$ cat config.mk
export PLATFORM = sky130hd
export DESIGN_NAME = mult_div_unit
export DESIGN_NICKNAME = d
export VERILOG_FILES = /design/src/rtl/mdu_pkg.sv /design/src/rtl/mdu_abs.sv /design/src/rtl/mult_div_unit.sv
export SDC_FILE = /design/constraint.sdc
export NUM_CORES = 1
export LEC_CHECK = 0
export CAP_MARGIN = 10
export CELL_PAD_IN_SITES_DETAIL_PLACEMENT = 1
export CELL_PAD_IN_SITES_GLOBAL_PLACEMENT = 1
export CORE_MARGIN = 2
export CORE_UTILIZATION = 45
export CTS_BUF_LIST = sky130_fd_sc_hd__clkbuf_4 sky130_fd_sc_hd__clkbuf_8
export DETAILED_ROUTE_END_ITERATION = 8
export GPL_ROUTABILITY_DRIVEN = 0
export GPL_TIMING_DRIVEN = 0
export HOLD_SLACK_MARGIN = 0.08
export PLACE_DENSITY = 0.87
export SETUP_SLACK_MARGIN = 0.02
export SLEW_MARGIN = 5
export SYNTH_ARGS = -nofsm -noshare
export SYNTH_HDL_FRONTEND = slang
export SYNTH_SLANG_ARGS = --single-unit
$ cat constraint.sdc
create_clock -name clock -period 7.9 [get_ports clock]
set_input_delay 1.58 -clock clock [delete_from_list [all_inputs] [get_ports clock]]
set_output_delay 1.58 -clock clock [all_outputs]
set_load 0.01 [all_outputs]
$ cat src/rtl/mdu_pkg.sv
// Shared encodings for the multicycle multiply/divide unit.
package mdu_pkg;

  localparam logic [1:0] MD_MULT  = 2'b00;
  localparam logic [1:0] MD_MULTU = 2'b01;
  localparam logic [1:0] MD_DIV   = 2'b10;
  localparam logic [1:0] MD_DIVU  = 2'b11;

  typedef enum logic [1:0] {
    IDLE = 2'd0,
    RUN  = 2'd1,
    FIX  = 2'd2
  } state_e;

endpackage

$ cat src/rtl/mdu_abs.sv
// Conditional two's-complement negate, used both for operand magnitudes and result sign fix-up.
module mdu_abs #(
  parameter int unsigned WIDTH = 32
) (
  input  logic [WIDTH-1:0] value,
  input  logic             negate,
  output logic [WIDTH-1:0] result_c
);

  assign result_c = negate ? WIDTH'(WIDTH'(0) - value) : value;

endmodule

$ cat src/rtl/mult_div_unit.sv
// Multicycle signed/unsigned multiply and divide feeding HI/LO: shift-add multiply,
// restoring divide on magnitudes, then a single sign fix-up cycle.
module mult_div_unit
  import mdu_pkg::*;
#(
  parameter int unsigned WIDTH = 32
) (
  input  logic             clock,
  input  logic             reset,
  input  logic             start,
  input  logic [1:0]       op,
  input  logic [WIDTH-1:0] src_a,
  input  logic [WIDTH-1:0] src_b,
  output logic             busy,
  output logic             done,
  output logic             div_zero,
  output logic [WIDTH-1:0] hi,
  output logic [WIDTH-1:0] lo
);

  localparam int unsigned CW = $clog2(WIDTH) + 1;
  localparam int unsigned AW = 2 * WIDTH;

  state_e           state_q, state_d;
  logic [CW-1:0]    cnt_q, cnt_d;
  logic [AW-1:0]    acc_q, acc_d;
  logic [WIDTH-1:0] opnd_q, opnd_d;
  logic             is_div_q, is_div_d;
  logic             res_neg_q, res_neg_d;
  logic             rem_neg_q, rem_neg_d;
  logic [WIDTH-1:0] hi_q, hi_d, lo_q, lo_d;
  logic             busy_q, busy_d, done_q, done_d, dz_q, dz_d;

  logic             op_div_c, op_signed_c, a_neg_c, b_neg_c;
  logic [WIDTH-1:0] a_mag_c, b_mag_c, quo_fix_c, rem_fix_c;
  logic [AW-1:0]    prod_fix_c, mul_next_c, div_next_c;
  logic [WIDTH:0]   sum_c, diff_c;

  assign op_div_c    = (op == MD_DIV) || (op == MD_DIVU);
  assign op_signed_c = (op == MD_MULT) || (op == MD_DIV);
  assign a_neg_c     = op_signed_c & src_a[WIDTH-1];
  assign b_neg_c     = op_signed_c & src_b[WIDTH-1];

  mdu_abs #(.WIDTH(WIDTH)) u_abs_a (.value(src_a), .negate(a_neg_c), .result_c(a_mag_c));
  mdu_abs #(.WIDTH(WIDTH)) u_abs_b (.value(src_b), .negate(b_neg_c), .result_c(b_mag_c));

  mdu_abs #(.WIDTH(AW)) u_fix_prod (
    .value(acc_q), .negate(res_neg_q), .result_c(prod_fix_c)
  );
  mdu_abs #(.WIDTH(WIDTH)) u_fix_quo (
    .value(acc_q[WIDTH-1:0]), .negate(res_neg_q), .result_c(quo_fix_c)
  );
  mdu_abs #(.WIDTH(WIDTH)) u_fix_rem (
    .value(acc_q[AW-1:WIDTH]), .negate(rem_neg_q), .result_c(rem_fix_c)
  );

  // Multiply step: acc = {partial product, remaining multiplier bits}, shifted right each cycle.
  always_comb begin
    sum_c = {1'b0, acc_q[AW-1:WIDTH]};
    if (acc_q[0]) begin
      sum_c = sum_c + {1'b0, opnd_q};
    end
    mul_next_c = {sum_c, acc_q[WIDTH-1:1]};
  end

  // Divide step: acc = {partial remainder, dividend bits / quotient bits}, shifted left each cycle.
  always_comb begin
    diff_c = acc_q[AW-1:WIDTH-1] - {1'b0, opnd_q};
    if (diff_c[WIDTH]) begin
      div_next_c = {acc_q[AW-2:WIDTH-1], acc_q[WIDTH-2:0], 1'b0};
    end else begin
      div_next_c = {diff_c[WIDTH-1:0], acc_q[WIDTH-2:0], 1'b1};
    end
  end

  always_comb begin
    state_d   = state_q;
    cnt_d     = cnt_q;
    acc_d     = acc_q;
    opnd_d    = opnd_q;
    is_div_d  = is_div_q;
    res_neg_d = res_neg_q;
    rem_neg_d = rem_neg_q;
    hi_d      = hi_q;
    lo_d      = lo_q;
    busy_d    = busy_q;
    done_d    = 1'b0;
    dz_d      = 1'b0;
    case (state_q)
      IDLE: begin
        if (start) begin
          if (op_div_c && (src_b == '0)) begin
            done_d = 1'b1;
            dz_d   = 1'b1;
          end else begin
            is_div_d  = op_div_c;
            res_neg_d = a_neg_c ^ b_neg_c;
            rem_neg_d = a_neg_c;
            opnd_d    = op_div_c ? b_mag_c : a_mag_c;
            acc_d     = {WIDTH'(0), (op_div_c ? a_mag_c : b_mag_c)};
            cnt_d     = '0;
            busy_d    = 1'b1;
            state_d   = RUN;
          end
        end
      end
      RUN: begin
        acc_d = is_div_q ? div_next_c : mul_next_c;
        cnt_d = cnt_q + CW'(1);
        if (cnt_q == CW'(WIDTH - 1)) begin
          state_d = FIX;
        end
      end
      FIX: begin
        if (is_div_q) begin
          hi_d = rem_fix_c;
          lo_d = quo_fix_c;
        end else begin
          hi_d = prod_fix_c[AW-1:WIDTH];
          lo_d = prod_fix_c[WIDTH-1:0];
        end
        done_d  = 1'b1;
        busy_d  = 1'b0;
        state_d = IDLE;
      end
      default: begin
        state_d = IDLE;
        busy_d  = 1'b0;
      end
    endcase
  end

  always_ff @(posedge clock or posedge reset) begin
    if (reset) begin
      state_q   <= IDLE;
      cnt_q     <= '0;
      acc_q     <= '0;
      opnd_q    <= '0;
      is_div_q  <= 1'b0;
      res_neg_q <= 1'b0;
      rem_neg_q <= 1'b0;
      hi_q      <= '0;
      lo_q      <= '0;
      busy_q    <= 1'b0;
      done_q    <= 1'b0;
      dz_q      <= 1'b0;
    end else begin
      state_q   <= state_d;
      cnt_q     <= cnt_d;
      acc_q     <= acc_d;
      opnd_q    <= opnd_d;
      is_div_q  <= is_div_d;
      res_neg_q <= res_neg_d;
      rem_neg_q <= rem_neg_d;
      hi_q      <= hi_d;
      lo_q      <= lo_d;
      busy_q    <= busy_d;
      done_q    <= done_d;
      dz_q      <= dz_d;
    end
  end

  assign busy     = busy_q;
  assign done     = done_q;
  assign div_zero = dz_q;
  assign hi       = hi_q;
  assign lo       = lo_q;

endmodule
Word-level counts from Yosys, hierarchy flattened

Cells that the tools add are included.

Add/sub/neg operators: 8
Equal/unequal tests: 8
Muxes and demuxes: 29
Bitwise logic cells: 5
Reduce and logical (&&, ||, !) cells: 11

Operators with widths:

| kind                    | count |
|---|---|
| $mux W64                | 5 |
| $mux W32                | 8 |
| $pmux W64 S2            | 1 |
| $sub A1 B32 Y32 const A | 4 |
| $sub A1 B64 Y64 const A | 1 |
| $add A32 B32 Y33        | 1 |
| $mux W33                | 1 |
| $sub A33 B32 Y33        | 1 |
| $logic_not A32 Y1       | 1 |
| $mux W6                 | 2 |
| $pmux W6 S2             | 1 |
| $reduce_and A3 Y1       | 4 |
| $add A6 B1 Y6 const B   | 1 |
| $eq A2 B2 Y1 const B    | 3 |
| $eq A6 B5 Y1 const B    | 1 |
| $mux W2                 | 3 |
| $ne A2 B2 Y1 const B    | 3 |
| $mux W1                 | 5 |
| $logic_not A2 Y1        | 2 |
| $pmux W1 S2             | 2 |
| $pmux W2 S2             | 1 |
| $and A1 B1 Y1           | 2 |
| $eq A2 B1 Y1 const B    | 1 |
| $logic_or A1 B1 Y1      | 2 |
| other kinds (4)         | 5 |

Flip-flop bits (word level): 174
Input port bits: 69

Depth between registers and ports, before layout

Gate-level depths: netlist of the first run.

Word-level depth: 8
Mapped depth: 15
Mapped depth without buffers: 13

Modules after synthesis

Synthesis of the first run repeated with hierarchy kept, for this count alone.

Cell total of the unflattened synthesis: 2038
Area, all modules: 16946.3 um^2

Modules (own cells, without submodules):

| module                 | instances | cells an instance | area each (um^2) | sequential area each (um^2) |
|---|---|---|---|---|
| mult_div_unit          | 1         | 1408              | 12424.4          | 4354.2 |
| mdu_abs at u_abs_a ... | 4         | 108               | 767.0            | 0.0 |
| mdu_abs at u_fix_prod  | 1         | 198               | 1453.9           | 0.0 |

Least setup slack after synthesis of the first run

Ideal clock, no wire load.

Kind: input to register
Start: input port src_b[13]
End: register acc_q[0]
Arrival: 4.174 ns
Data required time: 7.769 ns
Path slack: 3.594 ns
Stages on the path: 12
Buffers on the path: 2
Cell sequence: or4_4 -> or3_1 -> or3_4 -> or3_4 -> nor4b_2 -> or2b_2 -> a21o_4 -> buf_6 -> buf_6 -> nor3_1 -> a21oi_2 -> o21ai_1

Word-level cells in the longest chain between the ends: 4

RTL lines:

| what                               | line                 | source |
|---|---|---|
| start, declared                    | mult_div_unit.sv:13  | `input logic [WIDTH-1:0] src_b,` |
| $logic_not A32 Y1                  | mult_div_unit.sv:92  | `if (op_div_c && (src_b == '0)) begin` |
| $logic_and A1 B1 Y1                | mult_div_unit.sv:92  |  |
| $ne A2 B2 Y1 (no source line)      | n/a                  |  |
| $reduce_and A3 Y1 (no source line) | n/a                  |  |
| end signal, assigned               | mult_div_unit.sv:137 | `acc_q <= '0;` |
| end signal, assigned               | mult_div_unit.sv:150 | `acc_q <= acc_d;` |
| end, declared                      | mult_div_unit.sv:26  | `logic [AW-1:0] acc_q, acc_d;` |

Every way passes these cells.
A chain may end at the register's enable or synchronous reset.

Worst setup path after layout of the first run

Start: input port src_b[11]
End: register opnd_q[11]

Word-level cells in the longest chain between the ends: 4
Elaborated cells on any way between the ends: 7
Those cells by class: add/sub (1); mux (2); bitwise (1); reduce/logical (3)

RTL lines:

| what                                                                    | line                 | source |
|---|---|---|
| parallel branches: the longest is 4 deep, another holds $sub A1 B32 Y32 | n/a                  |  |
| end signal, assigned                                                    | mult_div_unit.sv:151 | `opnd_q <= opnd_d;` |
| end, declared                                                           | mult_div_unit.sv:27  | `logic [WIDTH-1:0] opnd_q, opnd_d;` |

Parallel ways; which one is timed is not known.

==> flow_metrics.py, run 1 <==
metrics = {
    "setup_path": {
        "r2r_cell_count": 14,
        "r2r-start": "acc_q[32]",
        "critPathLaunchType": "input pin",
        "worst-setup-path-type": "in -> reg",
        "crit-reg2reg-capture": "acc_q[33]",
        "cp_top_family": "simple AND/OR/NAND/NOR gates",
        "crit_top_cell": "or3_4",
        "r2r_setup_slack_ns": 3.20,
        "cp_cell_sequence": "clkdlybuf4s50_1, or4_4, or3_1, or3_4, or3_4, nor4b_2, or2b_2, nor3_1, buf_4, clkbuf_1, o211ai_1, o21ai_0",
        "worst_ep_required_time_ns": 8.25,
        "endpoint_kind": "flop",
        "crit_path_end": "opnd_q[11]",
        "largest_stage_delay_on_the_critical_path_ns": 0.57,
        "crit_start": "src_b[11]",
        "timing.critical_path.slowest_stage_cell": "or4_4",
        "cp_num_buf_inv": 3,
        "arrival_ns": 5.55,
        "critical_path_depth": 12,
        "crit_path_max_fanout": 10,
    },
    "synth": {
        "postSynthRegisterBits": 174,
        "share_of_async_settable_or_async_resettable_flops_after_synthesis_pct": 100,
        "synth_enable_flop_cells": 0,
        "synth_sequential_area_ratio_pct": 30.2,
        "synthesis.yosys.warnings": 0,
        "net_count_of_the_mapped_netlist": 1961,
        "synth.lib_cells_used.distinct": 69,
        "dominant_register_cell_in_the_synthesized_netlist": "dfrtp_1",
        "cells_after_synth": 1821,
        "synthesis.area_um2": 14400,
        "synth.avg_cell_area_um2": 7.91,
    },
    "global_route": {
        "grt_max_degree": 98,
        "vias_in_the_first_global_route": 15377,
        "grt_antenna_before_repair": 0,
        "grt_overflow": 0,
        "grtUsageTotal_pct": 32.8,
        "grt_pass1_wl_um": 86000,
    },
    "floorplanning": {
        "ioPinCount": 136,
        "core-area_um2": 31600,
        "fp.dieArea_um2": 33400,
        "dieWidth_um": 183,
        "die_extent_in_y_um": 183,
        "placementRows": 65,
        "start_util_pct": 45.6,
    },
    "drt": {
        "post_drt_wl_per_cell_um": 23.1,
        "drt_drc_violations_left": 0,
        "dr_total_vias": 15128,
        "route.final.wire_length_um": 55300,
        "detail_route.first_pass.iterations": 5,
        "via_per_inst": 6.33,
        "violation_count_after_the_first_detailed_routing_iteration": 1342,
        "route.antenna.remaining_nets": 0,
    },
    "sta": {
        "finalCritPeriodShare_pct": 65.8,
        "fmax_mhz": 192,
        "setup_viol": 0,
        "clock-skew-final_ns": 0.0151,
        "final_max_slew_viol_count": 0,
        "rsz0062_at_grt": "no",
        "tns_ns": 0,
        "hold_viol_final": 0,
        "final_critical_delay_including_setup_and_external_delays_ns": 5.20,
        "worst_slew_pin_slew_ns": 0.985,
        "relSlewSlack_pct": 34.3,
    },
    "flow_run": {
        "max_cap_viol_count": 0,
    },
    "status": {
        "status": "complete, no violations",
    },
    "clocking": {
        "worstSkewPairLatency_ns": 0.49,
        "post_cts.resized_instances": 0,
        "number_of_levels_the_h_tree_was_split_into": 4,
        "clock_tree_from_tritoncts": "yes",
        "cts-hold-fix-buffers": 0,
        "cts-buffers-inserted": 17,
        "cts_buffer_depth": 2,
        "clkTransAtPathRegs_ns": 0.10,
        "clock_tree.root_cell": "clkbuf_8",
        "cts_num_sinks": 174,
        "postCtsSetupRepairBufs": 0,
    },
    "layout": {
        "mostFrequentLayoutCell": "nand2_1",
        "drive_gt1_share_pct": 4.12,
        "commonest_non_fill_non_tap_cells_in_the_layout": "243 x nand2_1, 229 x o21ai_0, 174 x dfrtp_1",
        "area.growth.synth_to_final_pct": 15.8,
        "post-route-util_pct": 52.8,
        "antenna_cells_inserted": 0,
        "num-nets-final": 2116,
    },
    "power_and_ir_drop": {
        "design_power_total_mw": 7.78,
        "ir_drop_v": 0.000214,
        "cellPowerDensity_nw_per_um2": 467,
        "leakagePower_nw": 6.97,
    },
    "min_path": {
        "holdCritPathClass": "reg -> reg",
    },
    "placed_design": {
        "detailedPlacementHpwl_um": 43500,
        "placement.io_buffers": 134,
    },
}
## per-layer routing
metal | vias up | global-route usage [%] | wire length, µm
met5 | - | 0 | 0
li1 | 6801 | - | -
met1 | 7523 | 43.8 | 23600
met4 | 0 | 15.2 | 2490
met3 | 126 | 4.27 | 3740
met2 | 678 | 53.2 | 25500
## through the flow
stage	hold slack [ns]	setup slack (ns)	cell area, µm²	std cells
floorplan	0.475	1.60	14400	1821
finish	0.486	2.70	16700	2391
detailed placement	0.469	2.30	16300	2359
global placement	0.462	-0.768	16200	2357
global route	0.520	2.54	16700	2391
CTS	0.490	2.80	16700	2391
## cells in the mapped netlist (8+ instances only)
cell	count	area [µm²]
nand4_1	12	75.1
mux2_2	10	113
and3_1	14	87.6
or3_1	18	113
a31oi_1	18	113
a21o_1	38	285
o41ai_1	13	114
inv_1	59	221
nand2_1	243	912
or4_1	13	97.6
dfrtp_1	174	4350
buf_2	8	40.0
mux2i_1	63	631
nor2_1	140	526
nand2b_1	15	93.8
nor2b_1	19	119
o21ai_0	229	1150
o31ai_1	27	203
o21a_1	15	113
ha_1	69	863
a21oi_1	145	726
nor3_1	30	150
nand3_1	18	90.1
o211ai_1	20	150
nor4_1	12	75.1
a211oi_1	11	82.6
clkbuf_1	86	323
o221ai_1	21	184
xor2_1	90	788
xnor2_1	86	753
## where the power goes
part / leakage (nW) / total (mW) / switching [mW] / internal, mW
Sequential: 2.22 / 1.69 / 0.474 / 1.21
Combinational: 4.56 / 5.44 / 3.28 / 2.16
Clock: 0.185 / 0.654 / 0.373 / 0.281
## flip-flops by register name (all words and copies together), names as in the netlist
| name | flops |
|---|---|
| res_neg_q | 1 |
| lo | 32 |
| cnt_q | 6 |
| hi | 32 |
| busy | 1 |
| acc_q | 64 |
| div_zero | 1 |
| rem_neg_q | 1 |
| is_div_q | 1 |
| opnd_q | 32 |
| state_q | 2 |
| done | 1 |
## kinds of logic after synthesis
group / after synthesis / synth area share [%]
and+or+nand+nor: 561 / 17.7
adders and majority gates: 71 / 6.27
AOI/OAI and AO/OA: 597 / 25.1
muxes: 73 / 5.16
DFF: 174 / 30.2
buffers and inverters: 169 / 4.79
xor gates and xnor gates: 176 / 10.7
## layout make-up
| cell class | count | area [µm²] |
|---|---|---|
| Sequential cell | 174 | 4350 |
| Multi-Input combinational cell | 1478 | 9360 |
| Tap cell | 402 | 503 |
| Clock buffer | 21 | 283 |
| Timing Repair Buffer | 136 | 1380 |
| Inverter | 60 | 233 |
| Buffer | 109 | 464 |
| Clock inverter | 11 | 108 |
| Fill cell | 3947 | 14900 |
## worst reg2reg max path, stage by stage (launching register included)
cell       delay [ns]
dfrtp_1          0.53
inv_1            0.17
fa_1             0.47
nand2b_1         0.17
o2bb2ai_1        0.19
o31ai_2          0.46
a31o_2           0.33
a31oi_1          0.20
o21ai_0          0.25
xor2_1           0.68
buf_2            0.42
buf_2            0.32
nand2_1          0.10
o211ai_1         0.11
o221ai_1         0.14
## worst min-delay path by stage
stage                          start    endpoint  slack [ns]  cells past startpoint
after floorplan           opnd_q[31]  opnd_q[31]        0.47                      2
after global placement         hi[1]       hi[1]        0.46                      2
after detailed placement      lo[12]      lo[12]        0.47                      2
after CTS                     lo[12]      lo[12]        0.49                      2
after global routing           hi[6]       hi[6]        0.52                      2
final                         lo[12]      lo[12]        0.49                      2
No activity file was read; power rests on OpenSTA's default activity.
==> inputs of run 2 (changes only) <==
--- a/config.mk
+++ b/config.mk
@@ -9,13 +9,13 @@
 export CELL_PAD_IN_SITES_DETAIL_PLACEMENT = 1
 export CELL_PAD_IN_SITES_GLOBAL_PLACEMENT = 1
 export CORE_MARGIN = 2
-export CORE_UTILIZATION = 45
+export CORE_UTILIZATION = 41
 export CTS_BUF_LIST = sky130_fd_sc_hd__clkbuf_4 sky130_fd_sc_hd__clkbuf_8
 export DETAILED_ROUTE_END_ITERATION = 8
 export GPL_ROUTABILITY_DRIVEN = 0
 export GPL_TIMING_DRIVEN = 0
 export HOLD_SLACK_MARGIN = 0.08
-export PLACE_DENSITY = 0.87
+export PLACE_DENSITY = 0.84
 export SETUP_SLACK_MARGIN = 0.02
 export SLEW_MARGIN = 5
 export SYNTH_ARGS = -nofsm -noshare
==> constraint.sdc (replaced) <==
create_clock -name clock -period 4.78 [get_ports clock]
set_input_delay 0.956 -clock clock [delete_from_list [all_inputs] [get_ports clock]]
set_output_delay 0.956 -clock clock [all_outputs]
set_load 0.01 [all_outputs]
==> flow_metrics.py, run 2 (synthesized netlist as in run 1, its figures left out) <==
metrics = {
    "layout": {
        "commonest_non_fill_non_tap_cells_in_the_layout": "243 x nand2_1, 229 x o21ai_0, 174 x dfrtp_1",
        "multi_input_gate_area_um2": 9360,
        "drive_gt1_share_pct": 4.56,
        "fillCellCount": 4277,
        "max_reg_flops": 64,
        "area.sequential_um2": 4350,
        "mostFrequentLayoutCell": "nand2_1",
        "num-nets-final": 2124,
        "area.growth.synth_to_final_pct": 17.0,
        "top_register": "acc_q",
    },
    "floorplanning": {
        "core-area_um2": 34500,
        "start_util_pct": 41.7,
        "ioPinCount": 136,
        "fp.dieArea_um2": 36600,
        "placementRows": 68,
        "die_extent_in_y_um": 191,
        "dieWidth_um": 191,
    },
    "clocking": {
        "number_of_levels_the_h_tree_was_split_into": 4,
        "clock_tree.root_cell": "clkbuf_8",
        "cts_num_sinks": 174,
        "cts-hold-fix-buffers": 0,
        "cts_buffer_depth": 2,
        "clock_tree_from_tritoncts": "yes",
        "worstSkewPairLatency_ns": 0.51,
        "cts-buffers-inserted": 17,
        "clkTransAtPathRegs_ns": 0.11,
    },
    "sta": {
        "worst_slew_pin_slew_ns": 1.10,
        "relSlewSlack_pct": 26.9,
        "hold_viol_final": 0,
        "rsz0062_at_grt": "no",
        "worst_hold_slack_ns": 0.484,
        "setup_viol": 0,
        "final_critical_delay_including_setup_and_external_delays_ns": 4.71,
        "finalCritPeriodShare_pct": 98.5,
        "final_max_slew_viol_count": 0,
        "tns_ns": 0,
        "clock-skew-final_ns": 0.0225,
        "fmax_mhz": 212,
    },
    "drt": {
        "via_per_inst": 6.08,
        "post_drt_wl_per_cell_um": 22.8,
        "violation_count_after_the_first_detailed_routing_iteration": 1183,
        "detail_route.first_pass.iterations": 5,
        "route.antenna.remaining_nets": 0,
        "route.final.wire_length_um": 55900,
        "drt_drc_violations_left": 0,
        "dr_total_vias": 14924,
    },
    "status": {
        "status": "complete, no violations",
    },
    "power_and_ir_drop": {
        "leakagePower_nw": 7.03,
        "ir_drop_v": 0.000351,
        "cellPowerDensity_nw_per_um2": 767,
    },
    "global_route": {
        "grt_pass1_wl_um": 86100,
        "grt_max_degree": 38,
        "grt_antenna_before_repair": 0,
        "gr_busiest_metal": "met2",
        "grt_overflow": 0,
        "groute.layer.met2.usage_pct": 50.1,
        "grtUsageMet3_pct": 4.72,
        "vias_in_the_first_global_route": 15188,
        "met1_usage_pct": 40.3,
        "grtUsageTotal_pct": 30.4,
    },
    "setup_path": {
        "largest_stage_delay_on_the_critical_path_ns": 0.56,
        "worst-setup-path-type": "in -> reg",
        "arrival_ns": 5.05,
        "cp_cell_sequence": "clkdlybuf4s50_1, or4_4, or3_1, or3_4, or3_4, nor4b_2, or2b_2, nor3_1, buf_4, clkbuf_1, o211ai_1, o21ai_0",
        "endpoint_kind": "flop",
        "critPathLaunchType": "input pin",
        "timing.critical_path.slowest_stage_cell": "or4_4",
        "worst_ep_required_time_ns": 5.13,
        "crit_top_cell": "or3_4",
        "crit_path_max_fanout": 10,
    },
    "flow_run": {
        "max_cap_viol_count": 0,
    },
    "min_path": {
        "holdCritPathClass": "reg -> reg",
    },
    "placed_design": {
        "detailedPlacementHpwl_um": 44200,
        "placement.io_buffers": 134,
    },
}
==> run 2: cell types whose count changed in the layout (fill, tap and decap cells not counted) <==
cell        change
clkbuf_4        -1
buf_16          -1
xor2_1          -1
clkinv_4        +1
buf_4           +4
diode_2         +1
clkbuf_8        -1
xor2_2          +1
inv_8           +3
buf_12          +5
clkinvlp_4      -3
bufinv_16       -1
inv_6           +2
==> run 2: metrics by stage <==
| stage | area [µm²] | utilization [%] | power, mW | cells | setup WS (ns) |
|---|---|---|---|---|---|
| after global placement | 16300 | 47.2 | 11.1 | 2410 | -0.191 |
| after floorplan | 14400 | - | 8.79 | 1821 | 1.10 |
| final | 16800 | 48.8 | 12.9 | 2453 | 0.0706 |
| after CTS | 16800 | 48.6 | 12.6 | 2448 | 0.105 |
| after detailed placement | 16400 | 47.5 | 11.5 | 2416 | -0.287 |
| after global routing | 16800 | 48.7 | 13.8 | 2452 | 0.0644 |
==> run 2: layer usage <==
metal  vias up  wire, µm
met5         -         0
met4         0      1740
met3       101      3720
met2       572     26200
met1      7433     24300
li1       6818         -
==> run 2: power by group <==
group          leakage [nW]  internal, mW  switching [mW]
combinational          4.61          3.64            5.42
sequential             2.22          2.01           0.780
clock                 0.196         0.411           0.648
==> run 2: area by class of cell <==
class	instances	share of cell area [%]
Antenna cell	1	0.0149
Buffer	109	2.76
Clock buffer	19	1.55
Clock inverter	13	0.706
Inverter	60	1.36
Multi-Input combinational cell	1478	55.6
Sequential cell	174	25.9
Tap cell	455	3.38
Timing Repair Buffer	144	8.78
==> run 2: worst paths after layout <==
kind                           start    endpoint  slack [ns]  cells after the start
max                        src_b[11]  opnd_q[11]        0.07                     12
min                            hi[5]       hi[5]        0.48                      2
max reg2reg                acc_q[32]   acc_q[33]        0.24                     14
min reg2reg                    hi[5]       hi[5]        0.48                      2
max in group asynchronous      reset   opnd_q[9]        3.01                      5
min in group asynchronous      reset      lo[12]        0.79                      2
==> run 2: worst max-delay path, delay by kind of cell <==
family / cells / cell delay (ns)
AO/OA/AOI/OAI: 2 / 0.57
AND/OR/NAND/NOR: 7 / 2.53
buffers and inverters: 3 / 0.99
==> run 2: what timing repair did <==
action	in CTS	in global routing
resized for setup	0	1
buffers inserted	0	4
setup endpoints to repair	0	25
